<file path="config.mk">
export PLATFORM = sky130hd
export DESIGN_NAME = multicycle_main_control
export DESIGN_NICKNAME = d
export VERILOG_FILES = /design/src/rtl/multicycle_main_control.sv
export SDC_FILE = /design/constraint.sdc
export NUM_CORES = 1
export LEC_CHECK = 0
export CAP_MARGIN = 40
export CORE_MARGIN = 2
export CORE_UTILIZATION = 42
export DETAILED_ROUTE_END_ITERATION = 7
export PLACE_DENSITY = 0.83
export SYNTH_ARGS = -nofsm -noshare
export SYNTH_HDL_FRONTEND = slang
export SYNTH_SLANG_ARGS = --single-unit
export TNS_END_PERCENT = 20
</file>
<file path="constraint.sdc">
create_clock -name clk -period 5.59 [get_ports clk]
set_clock_uncertainty 0.2 [all_clocks]
set_input_delay 0.559 -clock clk [delete_from_list [all_inputs] [get_ports clk]]
set_output_delay 0.559 -clock clk [all_outputs]
set_load 0.03 [all_outputs]
</file>
<file path="src/rtl/multicycle_main_control.sv">
// Main control FSM for the multicycle MIPS datapath: sequences fetch, decode, execute,
// memory and writeback, and drives every datapath enable plus the 3-bit ALUop.
module multicycle_main_control (
   input  logic       clk,
   input  logic       reset,
   input  logic [5:0] opcode,
   input  logic [5:0] function_code,
   input  logic       mem_ready,
   output logic [2:0] ALUop,
   output logic       alu_src_a,
   output logic [1:0] alu_src_b,
   output logic       iord,
   output logic       mem_read,
   output logic       mem_write,
   output logic       ir_write,
   output logic       reg_write,
   output logic       reg_dst,
   output logic       mem_to_reg,
   output logic       pc_write,
   output logic       pc_write_cond,
   output logic [1:0] pc_source,
   output logic       illegal_op,
   output logic [3:0] state_dbg
);

   localparam logic [3:0] S_IDLE     = 4'd0;
   localparam logic [3:0] S_FETCH    = 4'd1;
   localparam logic [3:0] S_DECODE   = 4'd2;
   localparam logic [3:0] S_MEM_ADDR = 4'd3;
   localparam logic [3:0] S_MEM_RD   = 4'd4;
   localparam logic [3:0] S_MEM_WB   = 4'd5;
   localparam logic [3:0] S_MEM_WR   = 4'd6;
   localparam logic [3:0] S_R_EXEC   = 4'd7;
   localparam logic [3:0] S_R_WB     = 4'd8;
   localparam logic [3:0] S_I_EXEC   = 4'd9;
   localparam logic [3:0] S_I_WB     = 4'd10;
   localparam logic [3:0] S_BRANCH   = 4'd11;
   localparam logic [3:0] S_JUMP     = 4'd12;
   localparam logic [3:0] S_JR       = 4'd13;

   localparam logic [5:0] OP_RTYPE = 6'b000000;
   localparam logic [5:0] OP_LW    = 6'b100011;
   localparam logic [5:0] OP_SW    = 6'b101011;
   localparam logic [5:0] OP_ADDI  = 6'b001000;
   localparam logic [5:0] OP_ANDI  = 6'b001100;
   localparam logic [5:0] OP_ORI   = 6'b001101;
   localparam logic [5:0] OP_SLTI  = 6'b001010;
   localparam logic [5:0] OP_BEQ   = 6'b000100;
   localparam logic [5:0] OP_J     = 6'b000010;

   localparam logic [5:0] FN_JR  = 6'b001000;
   localparam logic [5:0] FN_ADD = 6'b100000;
   localparam logic [5:0] FN_SUB = 6'b100010;
   localparam logic [5:0] FN_AND = 6'b100100;
   localparam logic [5:0] FN_OR  = 6'b100101;
   localparam logic [5:0] FN_SLT = 6'b101010;

   localparam logic [2:0] ALU_ADD  = 3'b101;
   localparam logic [2:0] ALU_SUB  = 3'b110;
   localparam logic [2:0] ALU_AND  = 3'b000;
   localparam logic [2:0] ALU_OR   = 3'b001;
   localparam logic [2:0] ALU_SLT  = 3'b100;
   localparam logic [2:0] ALU_FUNC = 3'b111;

   logic [3:0] state;
   logic [3:0] next_state;
   logic [5:0] op_q;
   logic [3:0] decode_target;
   logic       decode_illegal;

   // The funct field is fully resolved into the DECODE successor state (JR vs R_EXEC),
   // and the ALU control decoder reads it straight from IR, so only the opcode is kept.
   always_ff @(posedge clk or posedge reset) begin
      if (reset) begin
         state <= S_IDLE;
         op_q  <= 6'd0;
      end else begin
         state <= next_state;
         if (state == S_DECODE) op_q <= opcode;
      end
   end

   always_comb begin
      decode_target  = S_FETCH;
      decode_illegal = 1'b0;
      case (opcode)
         OP_LW, OP_SW: decode_target = S_MEM_ADDR;
         OP_RTYPE: begin
            case (function_code)
               FN_JR:                                  decode_target = S_JR;
               FN_ADD, FN_SUB, FN_AND, FN_OR, FN_SLT:  decode_target = S_R_EXEC;
               default:                                decode_illegal = 1'b1;
            endcase
         end
         OP_ADDI, OP_ANDI, OP_ORI, OP_SLTI: decode_target = S_I_EXEC;
         OP_BEQ:  decode_target = S_BRANCH;
         OP_J:    decode_target = S_JUMP;
         default: decode_illegal = 1'b1;
      endcase
   end

   // Memory handshake: mem_read/mem_write stay asserted in their state until mem_ready
   // is seen high on a rising edge; that edge both completes the access and advances the FSM.
   always_comb begin
      next_state = S_IDLE;
      case (state)
         S_IDLE:     next_state = S_FETCH;
         S_FETCH:    next_state = mem_ready ? S_DECODE : S_FETCH;
         S_DECODE:   next_state = decode_target;
         S_MEM_ADDR: next_state = (op_q == OP_LW) ? S_MEM_RD : S_MEM_WR;
         S_MEM_RD:   next_state = mem_ready ? S_MEM_WB : S_MEM_RD;
         S_MEM_WR:   next_state = mem_ready ? S_FETCH : S_MEM_WR;
         S_R_EXEC:   next_state = S_R_WB;
         S_I_EXEC:   next_state = S_I_WB;
         S_MEM_WB, S_R_WB, S_I_WB, S_BRANCH, S_JUMP, S_JR: next_state = S_FETCH;
         default:    next_state = S_IDLE;
      endcase
   end

   always_comb begin
      ALUop         = 3'b000;
      alu_src_a     = 1'b0;
      alu_src_b     = 2'b00;
      iord          = 1'b0;
      mem_read      = 1'b0;
      mem_write     = 1'b0;
      ir_write      = 1'b0;
      reg_write     = 1'b0;
      reg_dst       = 1'b0;
      mem_to_reg    = 1'b0;
      pc_write      = 1'b0;
      pc_write_cond = 1'b0;
      pc_source     = 2'b00;
      case (state)
         S_FETCH: begin
            mem_read  = 1'b1;
            alu_src_b = 2'b01;
            ALUop     = ALU_ADD;
            ir_write  = mem_ready;
            pc_write  = mem_ready;
         end
         S_DECODE: begin
            alu_src_b = 2'b11;
            ALUop     = ALU_ADD;
         end
         S_MEM_ADDR: begin
            alu_src_a = 1'b1;
            alu_src_b = 2'b10;
            ALUop     = ALU_ADD;
         end
         S_MEM_RD: begin
            mem_read = 1'b1;
            iord     = 1'b1;
         end
         S_MEM_WB: begin
            reg_write  = 1'b1;
            mem_to_reg = 1'b1;
         end
         S_MEM_WR: begin
            mem_write = 1'b1;
            iord      = 1'b1;
         end
         S_R_EXEC: begin
            alu_src_a = 1'b1;
            ALUop     = ALU_FUNC;
         end
         S_R_WB: begin
            reg_write = 1'b1;
            reg_dst   = 1'b1;
         end
         S_I_EXEC: begin
            alu_src_a = 1'b1;
            alu_src_b = 2'b10;
            case (op_q)
               OP_ANDI: ALUop = ALU_AND;
               OP_ORI:  ALUop = ALU_OR;
               OP_SLTI: ALUop = ALU_SLT;
               default: ALUop = ALU_ADD;
            endcase
         end
         S_I_WB: reg_write = 1'b1;
         S_BRANCH: begin
            alu_src_a     = 1'b1;
            ALUop         = ALU_SUB;
            pc_write_cond = 1'b1;
            pc_source     = 2'b01;
         end
         S_JUMP: begin
            pc_write  = 1'b1;
            pc_source = 2'b10;
         end
         S_JR: begin
            alu_src_a = 1'b1;
            ALUop     = ALU_FUNC;
            pc_write  = 1'b1;
         end
         default: ;
      endcase
   end

   assign illegal_op = (state == S_DECODE) && decode_illegal;
   assign state_dbg  = state;

endmodule

</file>
* Word level (Yosys, flattened, before mapping)
Cells that the tools add are included.
** Operators by class
- Add/sub/neg operators :: 0
- Multipliers :: 0
- Divide/modulo/power cells :: 0
- $lt $le $gt $ge :: 0
- Eq/ne operators :: 31
- Shift-type cells :: 0
- Muxes and demuxes :: 23
- Bitwise logic cells :: 0
- Reductions and logical operators :: 17
** Operators with widths (number)
- 6-bit by 4-bit == test with 1-bit output, second input constant :: 8
- 6-bit == test, second input constant :: 8
- 4-bit one-hot mux with 8 select lines :: 1
- 4-bit == test, second input constant :: 6
- 4-bit one-hot mux with 5 select lines :: 1
- 4-bit by 3-bit == test with 1-bit output, second input constant :: 4
- 3-bit one-hot mux with 4 select lines :: 1
- 2-bit OR reduction :: 6
- 1-bit two-way mux :: 11
- 5-bit OR reduction :: 2
- 3-bit one-hot mux with 3 select lines :: 1
- 4-bit by 2-bit == test with 1-bit output, second input constant :: 2
- 4-bit one-hot mux with 2 select lines :: 1
- 8-bit OR reduction :: 1
- 7-bit OR reduction :: 1
- 6-bit by 2-bit == test with 1-bit output, second input constant :: 1
- 6-bit by 3-bit == test with 1-bit output, second input constant :: 1
- 6-bit zero test :: 1
- 2-bit one-hot mux with 3 select lines :: 1
- 3-bit OR reduction :: 2
- 6-bit OR reduction :: 1
- 4-bit by 1-bit == test with 1-bit output, second input constant :: 1
- 4-bit zero test :: 1
- 2-bit two-way mux :: 2
- 5 further kinds :: 6
** Word-level totals
- Bits in registers :: 10
- Bits in latches :: 0
- Bits in writable memories :: 0
- Bits in read-only memories :: 0
- Input port bits :: 15
- Output and inout port bits :: 22
- Logic and storage cells :: 73
- Memories kept :: 0

* Longest topological paths before layout
Gate-level depths: netlist of the first run.
- Depth in word-level cells :: 5
- Gate-level depth with buffers :: 5
- Gate-level depth less buffers :: 4

* Least setup slack after synthesis of the first run
No wires, ideal clock.
- Path type :: register to output
- From :: register state[0] (netlist: state_dbg[0])
- To :: output pc_write
- Data arrival time :: 2.452 ns
- Setup slack :: 2.379 ns
- Cell stages (with the launch flop) :: 5
- Buffers on the path :: 1
- Cells stage by stage :: dfrtp_1 buf_2 nand2b_1 nor4b_1 o21bai_1
** On the way
- Word-level cells in the longest chain between the ends :: 3
** Ends and longest elaborated chain
- start: declaration :: line 65 : logic [3:0] state;
- start signal: assignment :: line 78 : state <= next_state;
- 4-bit == test :: line 134 : case (state)
- 2-bit OR reduction (no source line)
- 1-bit one-hot mux with 2 select lines * :: line 134
- end: declaration :: line 19 : output logic pc_write,
Every way passes the cells marked *; elsewhere a longest branch is shown, timed or not.

* Final worst setup path of the first run
- From :: register state[2] (netlist: state_dbg[2])
- To :: output ALUop[2]
** On the way
- Word-level cells in the longest chain between the ends :: 3
** Ends and longest elaborated chain
- 4-bit by 2-bit == test with 1-bit output (tied with other cells) :: line 134
- 3-bit OR reduction (no source line) / 2-bit OR reduction (equally long branches)
- 3-bit one-hot mux with 4 select lines * :: line 134
- end: declaration :: line 9 : output logic [2:0] ALUop,
Marks and branches as above.

==> metrics, run 1 <==
status=finished, final reports clean; Design Area, Final=1320 µm²; gpl congestion=0.833; fin crit period=3560 ps; CTS tree=done; Worst Path Required=4830 ps; ranking of synthesized cells by area=dfrtp_1, mux2_2, nand2b_1; Detailed Route WL=2320 µm; end point of the critical path=ALUop[2]; Layout Nets=159; setup bufs post-CTS=0; Die ar.=2620 µm²; clk root buf=clkbuf_4; Synth area leader=dfrtp_1; TritonCTS buffer count=3; RSZ-0062 raised after global routing=no; dpl cell area=1280 µm²; layout cell share with drive strength beyond 1=11.2%; Async SR Flop Fraction=100%; core area=2150 µm²; Post-Syn Area per Cell=8.26 µm²; slew margin rel.=52.6%; Die W=51.1 µm; Main synth FF type=dfrtp_1; final hold vios=0; GRT overflow=0; number of global-route vias before repair=871; # DRC=0; Cells after Synth=113; largest net degree at the start of global routing=23; CTS Hold Buffers Added=0; DIE HEIGHT=51.1 µm; initial antenna violation count=0; register area share after synthesis=26.8%; H-Tree Level Count=1; actual slew at the worst max-slew pin=710 ps; Port Buffers=36; first-pass GRT wire length=3910 µm; R2R setup slack=3460 ps; PostCTS Resize Cnt=0; WHS Path Cells=1; detailed placement HPWL=1790 µm; wire per inst=13.6 µm; worst path arrival time=2800 ps; Layout area overhead=41.6%; Post-DRT Antenna Nets=0; Hold Path Class=flip-flop to flip-flop; Max Cap Viol=0; pwr dens=528 nW/µm²; post-DR vias/cell=5.77; crit path from=state_dbg[2]$_DFF_PP0_; I/O pin count=37; Worst-Skew Late Latency=260 ps; fill count=197; worst-path fanout max=22; Diodes inserted=0; Setup Slack @ Placement=2160 ps; commonest non-fill, non-tap cell in the layout=clkdlybuf4s50_1; Final setup viols=0; Max Buffers Root-to-Sink=2; tightest hold margin=328 ps; Post-Syn Area=933 µm²; syn nets=128; most frequent cells in the layout=clkdlybuf4s50_1, dfrtp_1, nor3_1; final worst setup slack=2030 ps; clock slew at reported path FFs=70 ps; FMAX=281 MHz; worst r2r src=state_dbg[2]$_DFF_PP0_; post-synthesis register bit count=10; Post-synth EDFFs=0; Max Slew Vio Count=0; setup TNS=0 ps; TritonRoute pass-1 iters=4; fin crit share=63.7%; Yosys top cell area share=26.8%; Pleak=0.467 nW; initial cell density of the core=43.4%; type of origin of the critical path=flip-flop; Vias=986; Syn. warnings=0; post-synth cell types=42; Setup CP Type=flip-flop to output pin; Total GRT Usage=19.2%; worst reg2reg endpoint=state_dbg[1]$_DFF_PP0_; row count=17; fin util=61.5%; clock sink total=10; worst vdd ir=319 µV; DR iter-0 viols=27; R2R depth=4; Setup crit end kind=output pin
-- cells in the mapped netlist, types with 3 or more instances --
| cell type | count |
|---|---|
| clkbuf_1 | 6 |
| nand2_1 | 8 |
| dfrtp_1 | 10 |
| o21ai_0 | 3 |
| nand2b_1 | 8 |
| mux2_2 | 6 |
| o21bai_1 | 4 |
| nor3_1 | 9 |
| nor2_1 | 8 |
| a211oi_1 | 3 |
| a21oi_1 | 7 |
-- cell families (layout without fill, tap and decap cells) --
logic type	after synthesis	in the layout	synth area share, %
AND/OR/NAND/NOR	50	50	32.2
flip-flops	10	10	26.8
multiplexers	8	8	9.38
buffers and inverters	12	42	5.50
AO/OA/AOI/OAI	31	31	24.3
XOR/XNOR	2	2	1.88
-- through the flow --
stage | power (mW) | instances
4_1_cts | 0.701 | 171
3_3_place_gp | 0.627 | 167
6_report | 0.698 | 171
3_5_place_dp | 0.636 | 167
2_1_floorplan | 0.476 | 113
5_1_grt | 0.749 | 171
-- how the worst min path moves through the flow --
stage / startpoint / endpoint / slack (ps)
after detailed placement: op_q[5]$_DFFE_PP0P_ / op_q[5]$_DFFE_PP0P_ / 320
after global placement: op_q[5]$_DFFE_PP0P_ / op_q[5]$_DFFE_PP0P_ / 310
after CTS: op_q[5]$_DFFE_PP0P_ / op_q[5]$_DFFE_PP0P_ / 330
after floorplan: reset / op_q[0]$_DFFE_PP0P_ / 200
final: op_q[5]$_DFFE_PP0P_ / op_q[5]$_DFFE_PP0P_ / 330
after global routing: op_q[3]$_DFFE_PP0P_ / op_q[3]$_DFFE_PP0P_ / 360
-- layer usage --
metal  vias to the layer above  wire [µm]  track usage [%]
li1                        486          -                -
met1                       464       1090             25.9
met2                        34       1100             31.8
met3                         2        117             2.63
met4                         0         22             5.41
met5                         -          0                0
-- layout make-up --
type | count | area (µm²) | share of cell area (%)
multi-input combinational | 91 | 632 | 47.8
timing repair buffer | 36 | 360 | 27.3
sequential | 10 | 250 | 18.9
clock buffer | 4 | 36.3 | 2.75
tap | 28 | 35.0 | 2.65
inverter | 2 | 7.51 | 0.568
-- power by group --
part / leakage, nW / internal (mW) / switching (mW)
clock network: 0.0210 / 0.0395 / 0.0245
logic: 0.323 / 0.215 / 0.235
registers: 0.122 / 0.105 / 0.0789
-- worst max-delay path: stages (launching register included) --
cell and delay (ps):
dfrtp_1 640, or4b_1 630, or4b_1 470, a31o_1 210, clkdlybuf4s50_1 580
-- sequential cells by signal, summed over array words and instances, names as in the netlist --
signal and flops:
state_dbg 4, op_q 6
Note: power is estimated with default switching activity, not from simulation.
==> run 2: changes to the inputs <==
==> constraint.sdc (replaced) <==
create_clock -name clk -period 3.5 [get_ports clk]
set_clock_uncertainty 0.2 [all_clocks]
set_input_delay 0.35 -clock clk [delete_from_list [all_inputs] [get_ports clk]]
set_output_delay 0.35 -clock clk [all_outputs]
set_load 0.03 [all_outputs]
==> metrics, run 2 (synthesis gave the netlist of run 1 again) <==
status=finished, final reports clean (unchanged); Port Buffers=36 (unchanged); DR iter-0 viols=13 (was 27); Vias=974 (was 986); clock sink total=10 (unchanged); TritonCTS buffer count=3 (unchanged); I/O pin count=37 (unchanged); max incr delay on CP=740 ps (was 640 ps); max reg flops=6 (unchanged); initial cell density of the core=43.4% (unchanged); clock slew at reported path FFs=70 ps (about the same); RSZ-0062 raised after global routing=no (unchanged); Setup CP Type=flip-flop to output pin (unchanged); fill count=191 (was 197); crit-path cells=nand2b_1, nor4b_1, o21bai_1, clkdlybuf4s50_1 (was or4b_1, or4b_1, a31o_1, clkdlybuf4s50_1); final worst setup slack=426 ps (was 2030 ps); first-pass GRT wire length=3940 µm (was 3910 µm); R2R setup slack=1490 ps (was 3460 ps); fin crit period=3070 ps; Top reg by flops=op_q (unchanged); CTS tree=done (unchanged); Setup Slack @ Placement=498 ps (was 2160 ps); gpl congestion=0.842 (was 0.833); wire per inst=13.6 µm (about the same); worst reg2reg endpoint=state_dbg[1]$_DFF_PP0_ (unchanged); TritonRoute pass-1 iters=4 (unchanged); number of global-route vias before repair=873 (was 871); Hold Path Class=input port to async pin (was flip-flop to flip-flop); type of origin of the critical path=flip-flop (unchanged); Max Slew Vio Count=0 (unchanged); Max Buffers Root-to-Sink=2 (unchanged); Multi-input gate area=632 µm² (unchanged); CP top delay family=flip-flops (was simple AND/OR/NAND/NOR gates); final hold vios=0 (unchanged); initial antenna violation count=0 (unchanged); Layout area overhead=43.2% (was 41.6%); Inst Count DP=169 (was 167); Setup crit end kind=output pin (unchanged); Layout Nets=161 (was 159); most frequent cells in the layout=clkdlybuf4s50_1, dfrtp_1, nor3_1 (unchanged); slew margin rel.=59.1% (was 52.6%); worst-path fanout max=20 (was 22); setup bufs post-CTS=0 (unchanged); H-Tree Level Count=1 (unchanged); # DRC=0 (unchanged); fin crit share=87.8%; Worst Path Required=2950 ps (was 4830 ps); Worst-Skew Late Latency=270 ps (was 260 ps); Detailed Route WL=2350 µm (was 2320 µm); detailed placement HPWL=1780 µm (was 1790 µm); GRT overflow=0 (unchanged); cell at the slowest stage of the critical path=dfrtp_1 (unchanged); register area=250 µm² (unchanged); Max Cap Viol=0 (unchanged); fin util=62.2% (was 61.5%); Die ar.=2620 µm² (unchanged); clk root buf=clkbuf_4 (unchanged); FMAX=325 MHz; Diodes inserted=0 (unchanged); core area=2150 µm² (unchanged); worst vdd ir=529 µV (was 319 µV); actual slew at the worst max-slew pin=613 ps (was 710 ps); dpl cell area=1300 µm² (was 1280 µm²); R2R depth=5 (was 4); tightest hold margin=147 ps (was 328 ps); Pleak=0.477 nW (was 0.467 nW); worst r2r src=state_dbg[1]$_DFF_PP0_ (was state_dbg[2]$_DFF_PP0_); pwr dens=842 nW/µm² (was 528 nW/µm²); Design Area, Final=1340 µm² (was 1320 µm²); row count=17 (unchanged); Post-DRT Antenna Nets=0 (unchanged); post-DR vias/cell=5.63 (was 5.77); layout cell share with drive strength beyond 1=12.4% (was 11.2%); PostCTS Resize Cnt=0 (unchanged); overall power=1.13 mW (was 698 µW); Total GRT Usage=19.9% (was 19.2%); DIE HEIGHT=51.1 µm (unchanged); Final setup viols=0 (unchanged); largest net degree at the start of global routing=22 (was 23); fin cells=173 (was 171); commonest non-fill, non-tap cell in the layout=clkdlybuf4s50_1 (unchanged); Die W=51.1 µm (unchanged); CTS Hold Buffers Added=0 (unchanged); worst path arrival time=2520 ps (was 2800 ps); setup TNS=0 ps (unchanged); CP bufs+invs=1 (unchanged)
==> run 2: where the power goes <==
| group | switching [mW] | internal [mW] | leakage [nW] |
|---|---|---|---|
| Sequential | 0.105 | 0.169 | 0.122 |
| Clock | 0.0424 | 0.0633 | 0.0210 |
| Combinational | 0.394 | 0.352 | 0.334 |
| Total | 0.541 | 0.584 | 0.477 |
==> run 2: worst max-delay path by stage <==
stage | from | to | slack [ps] | depth (start not counted)
floorplan | state_dbg[0]$_DFF_PP0_ | pc_write | 500 | 4
global placement | opcode[1] | illegal_op | 550 | 6
detailed placement | opcode[1] | illegal_op | 500 | 6
CTS | state_dbg[0]$_DFF_PP0_ | pc_write | 380 | 4
global route | state_dbg[0]$_DFF_PP0_ | pc_write | 210 | 4
finish | state_dbg[0]$_DFF_PP0_ | pc_write | 430 | 4
==> run 2: layout make-up <==
class,instances,area share (%)
inverters,2,0.562
clock buffers,4,2.72
multi-input cells,91,47.3
flip-flops and latches,10,18.7
well taps,28,2.62
repair buffers,38,28.1
==> run 2: routing by layer <==
layer	vias to the layer above	global-route usage, %	wire [µm]
li1	489	-	-
met1	454	24.5	1070
met2	31	34.2	1140
met3	0	5.85	136
met4	0	4.05	0
met5	-	0	0
==> run 3: changes to the inputs <==
--- a/config.mk
+++ b/config.mk
@@ -6,7 +6,6 @@
 export NUM_CORES = 1
 export LEC_CHECK = 0
 export CAP_MARGIN = 40
-export CORE_MARGIN = 2
 export CORE_UTILIZATION = 42
 export DETAILED_ROUTE_END_ITERATION = 7
 export PLACE_DENSITY = 0.83
==> constraint.sdc (replaced) <==
create_clock -name clk -period 3.2 [get_ports clk]
set_clock_uncertainty 0.2 [all_clocks]
set_input_delay 0.32 -clock clk [delete_from_list [all_inputs] [get_ports clk]]
set_output_delay 0.32 -clock clk [all_outputs]
set_load 0.03 [all_outputs]
==> metrics, run 3 (synthesis gave the netlist of run 1 again) <==
Inst Count DP=169 (unchanged); Die W=49.1 µm (was 51.1 µm); Logic pwr share=69.9% (was 66.3%); Pleak=0.475 nW (was 0.477 nW); TritonRoute pass-1 iters=4 (unchanged); pwr dens=912 nW/µm² (was 842 nW/µm²); final hold vios=0 (unchanged); setup TNS=0 ps (unchanged); TritonCTS buffer count=3 (unchanged); Setup CP Type=flip-flop to output pin (unchanged); largest net degree at the start of global routing=22 (unchanged); initial cell density of the core=46.2% (was 43.4%); wire per inst=13.9 µm (was 13.6 µm); Diodes inserted=0 (unchanged); Psw=590 µW (was 541 µW); Vias=988 (was 974); number of global-route vias before repair=961 (was 873); DIE HEIGHT=49.1 µm (was 51.1 µm); most frequent cells in the layout=clkdlybuf4s50_1, dfrtp_1, nor3_1 (unchanged); Switching Share=48.7% (was 48.1%); fill count=180 (was 191); DR iter-0 viols=16 (was 13); core area=2020 µm² (was 2150 µm²); Final setup viols=0 (unchanged); initial antenna violation count=0 (unchanged); worst path arrival time=2470 ps (was 2520 ps); fin crit period=2990 ps; Post-DRT Antenna Nets=0 (unchanged); status=finished, final reports clean (unchanged); Die ar.=2410 µm² (was 2620 µm²); commonest non-fill, non-tap cell in the layout=clkdlybuf4s50_1 (unchanged); detailed placement HPWL=1860 µm (was 1780 µm); I/O pin count=37 (unchanged); max reg flops=6 (unchanged); Port Buffers=36 (unchanged); Total GRT Usage=21.4% (was 19.9%); CTS tree=done (unchanged); gpl congestion=0.833 (was 0.842); CTS Hold Buffers Added=0 (unchanged); clock slew at reported path FFs=60 ps (was 70 ps); Hold Path Class=input port to async pin (unchanged); actual slew at the worst max-slew pin=599 ps (was 613 ps); fin cells=172 (was 173); clock sink total=10 (unchanged); first-pass GRT wire length=4060 µm (was 3940 µm); clk root buf=clkbuf_4 (unchanged); Setup Slack @ Placement=249 ps (was 498 ps); Layout Nets=162 (was 161); R2R depth=5 (unchanged); PostCTS Resize Cnt=0 (unchanged); Max Cap Viol=0 (unchanged); Layout area overhead=42.4% (was 43.2%); type of origin of the critical path=flip-flop (unchanged); worst-path fanout max=2 (was 20); Worst-Skew Late Latency=270 ps (about the same); FMAX=334 MHz; Setup crit end kind=output pin (unchanged); Max Buffers Root-to-Sink=2 (unchanged); post-DR vias/cell=5.74 (was 5.63); row count=16 (was 17); Max Slew Vio Count=0 (unchanged); # DRC=0 (unchanged); H-Tree Level Count=1 (unchanged); RSZ-0062 raised after global routing=no (unchanged); Pint=622 µW (was 584 µW); fin crit share=93.6%; setup bufs post-CTS=0 (unchanged); Detailed Route WL=2390 µm (was 2350 µm); Clock Power Share=7.1% (was 9.4%); Worst Path Required=2680 ps (was 2950 ps); layout cell share with drive strength beyond 1=12.4% (unchanged); slew margin rel.=60.0% (was 59.1%); tightest hold margin=122 ps (was 147 ps); sequential share of power=23.0% (was 24.3%); final worst setup slack=206 ps (was 426 ps); Top reg by flops=op_q (unchanged); GRT overflow=0 (unchanged); worst vdd ir=542 µV (was 529 µV)
## run 3: cell types whose count changed in the layout (fill, tap and decap cells not counted), sizes merged
cell	change
clkbuf	-1
buf	+1
## run 3: worst paths after layout
check                                              end  slack (ps)              startpoint
worst max register to register  state_dbg[1]$_DFF_PP0_        1240  state_dbg[1]$_DFF_PP0_
max in group asynchronous       state_dbg[3]$_DFF_PP0_        2410                   reset
worst min register to register     op_q[4]$_DFFE_PP0P_         330     op_q[4]$_DFFE_PP0P_
worst min-delay path               op_q[4]$_DFFE_PP0P_         120                   reset
min in group clk                   op_q[4]$_DFFE_PP0P_         330     op_q[4]$_DFFE_PP0P_
worst max-delay path                          ALUop[2]         210  state_dbg[2]$_DFF_PP0_
## run 3: metal layers
layer / routed length, µm / GRT usage (%) / up-vias / part of all wire [%]
met4: 27 / 11.3 / 0 / 1.1
li1: - / - / 491 / -
met3: 107 / 1.56 / 6 / 4.5
met1: 1080 / 25.6 / 455 / 45
met5: 0 / 0 / - / 0
met2: 1180 / 37.7 / 36 / 49
## run 3: final cells by class
class / count / area, µm² / share of cell area [%]
multi-input combinational: 91 / 632 / 47.6
inverter: 2 / 7.51 / 0.565
tap: 27 / 33.8 / 2.54
timing repair buffer: 39 / 383 / 28.8
sequential: 10 / 250 / 18.8
clock buffer: 3 / 22.5 / 1.69
## run 3: worst max-delay path, stage by stage, from the launching register on
cell	delay, ps
dfrtp_1	390
or4b_1	550
or4b_1	480
a31o_1	210
clkdlybuf4s50_1	580
## run 3: stage by stage
stage	power (mW)	utilization (%)	area (µm²)
5_1_grt	1.29	65.7	1330
3_3_place_gp	1.12	64.6	1310
2_1_floorplan	0.832	-	933
4_1_cts	1.22	65.7	1330
6_report	1.21	65.7	1330
3_5_place_dp	1.13	64.6	1310
## run 3: power by group through the flow
stage / Clock [mW] / Sequential, mW / Combinational [mW]
5_1_grt: 0.0886 / 0.289 / 0.910
6_report: 0.0860 / 0.278 / 0.847
3_3_place_gp: 0 / 0.275 / 0.841
2_1_floorplan: 0 / 0.267 / 0.565
3_5_place_dp: 0 / 0.280 / 0.853
4_1_cts: 0.0871 / 0.277 / 0.854
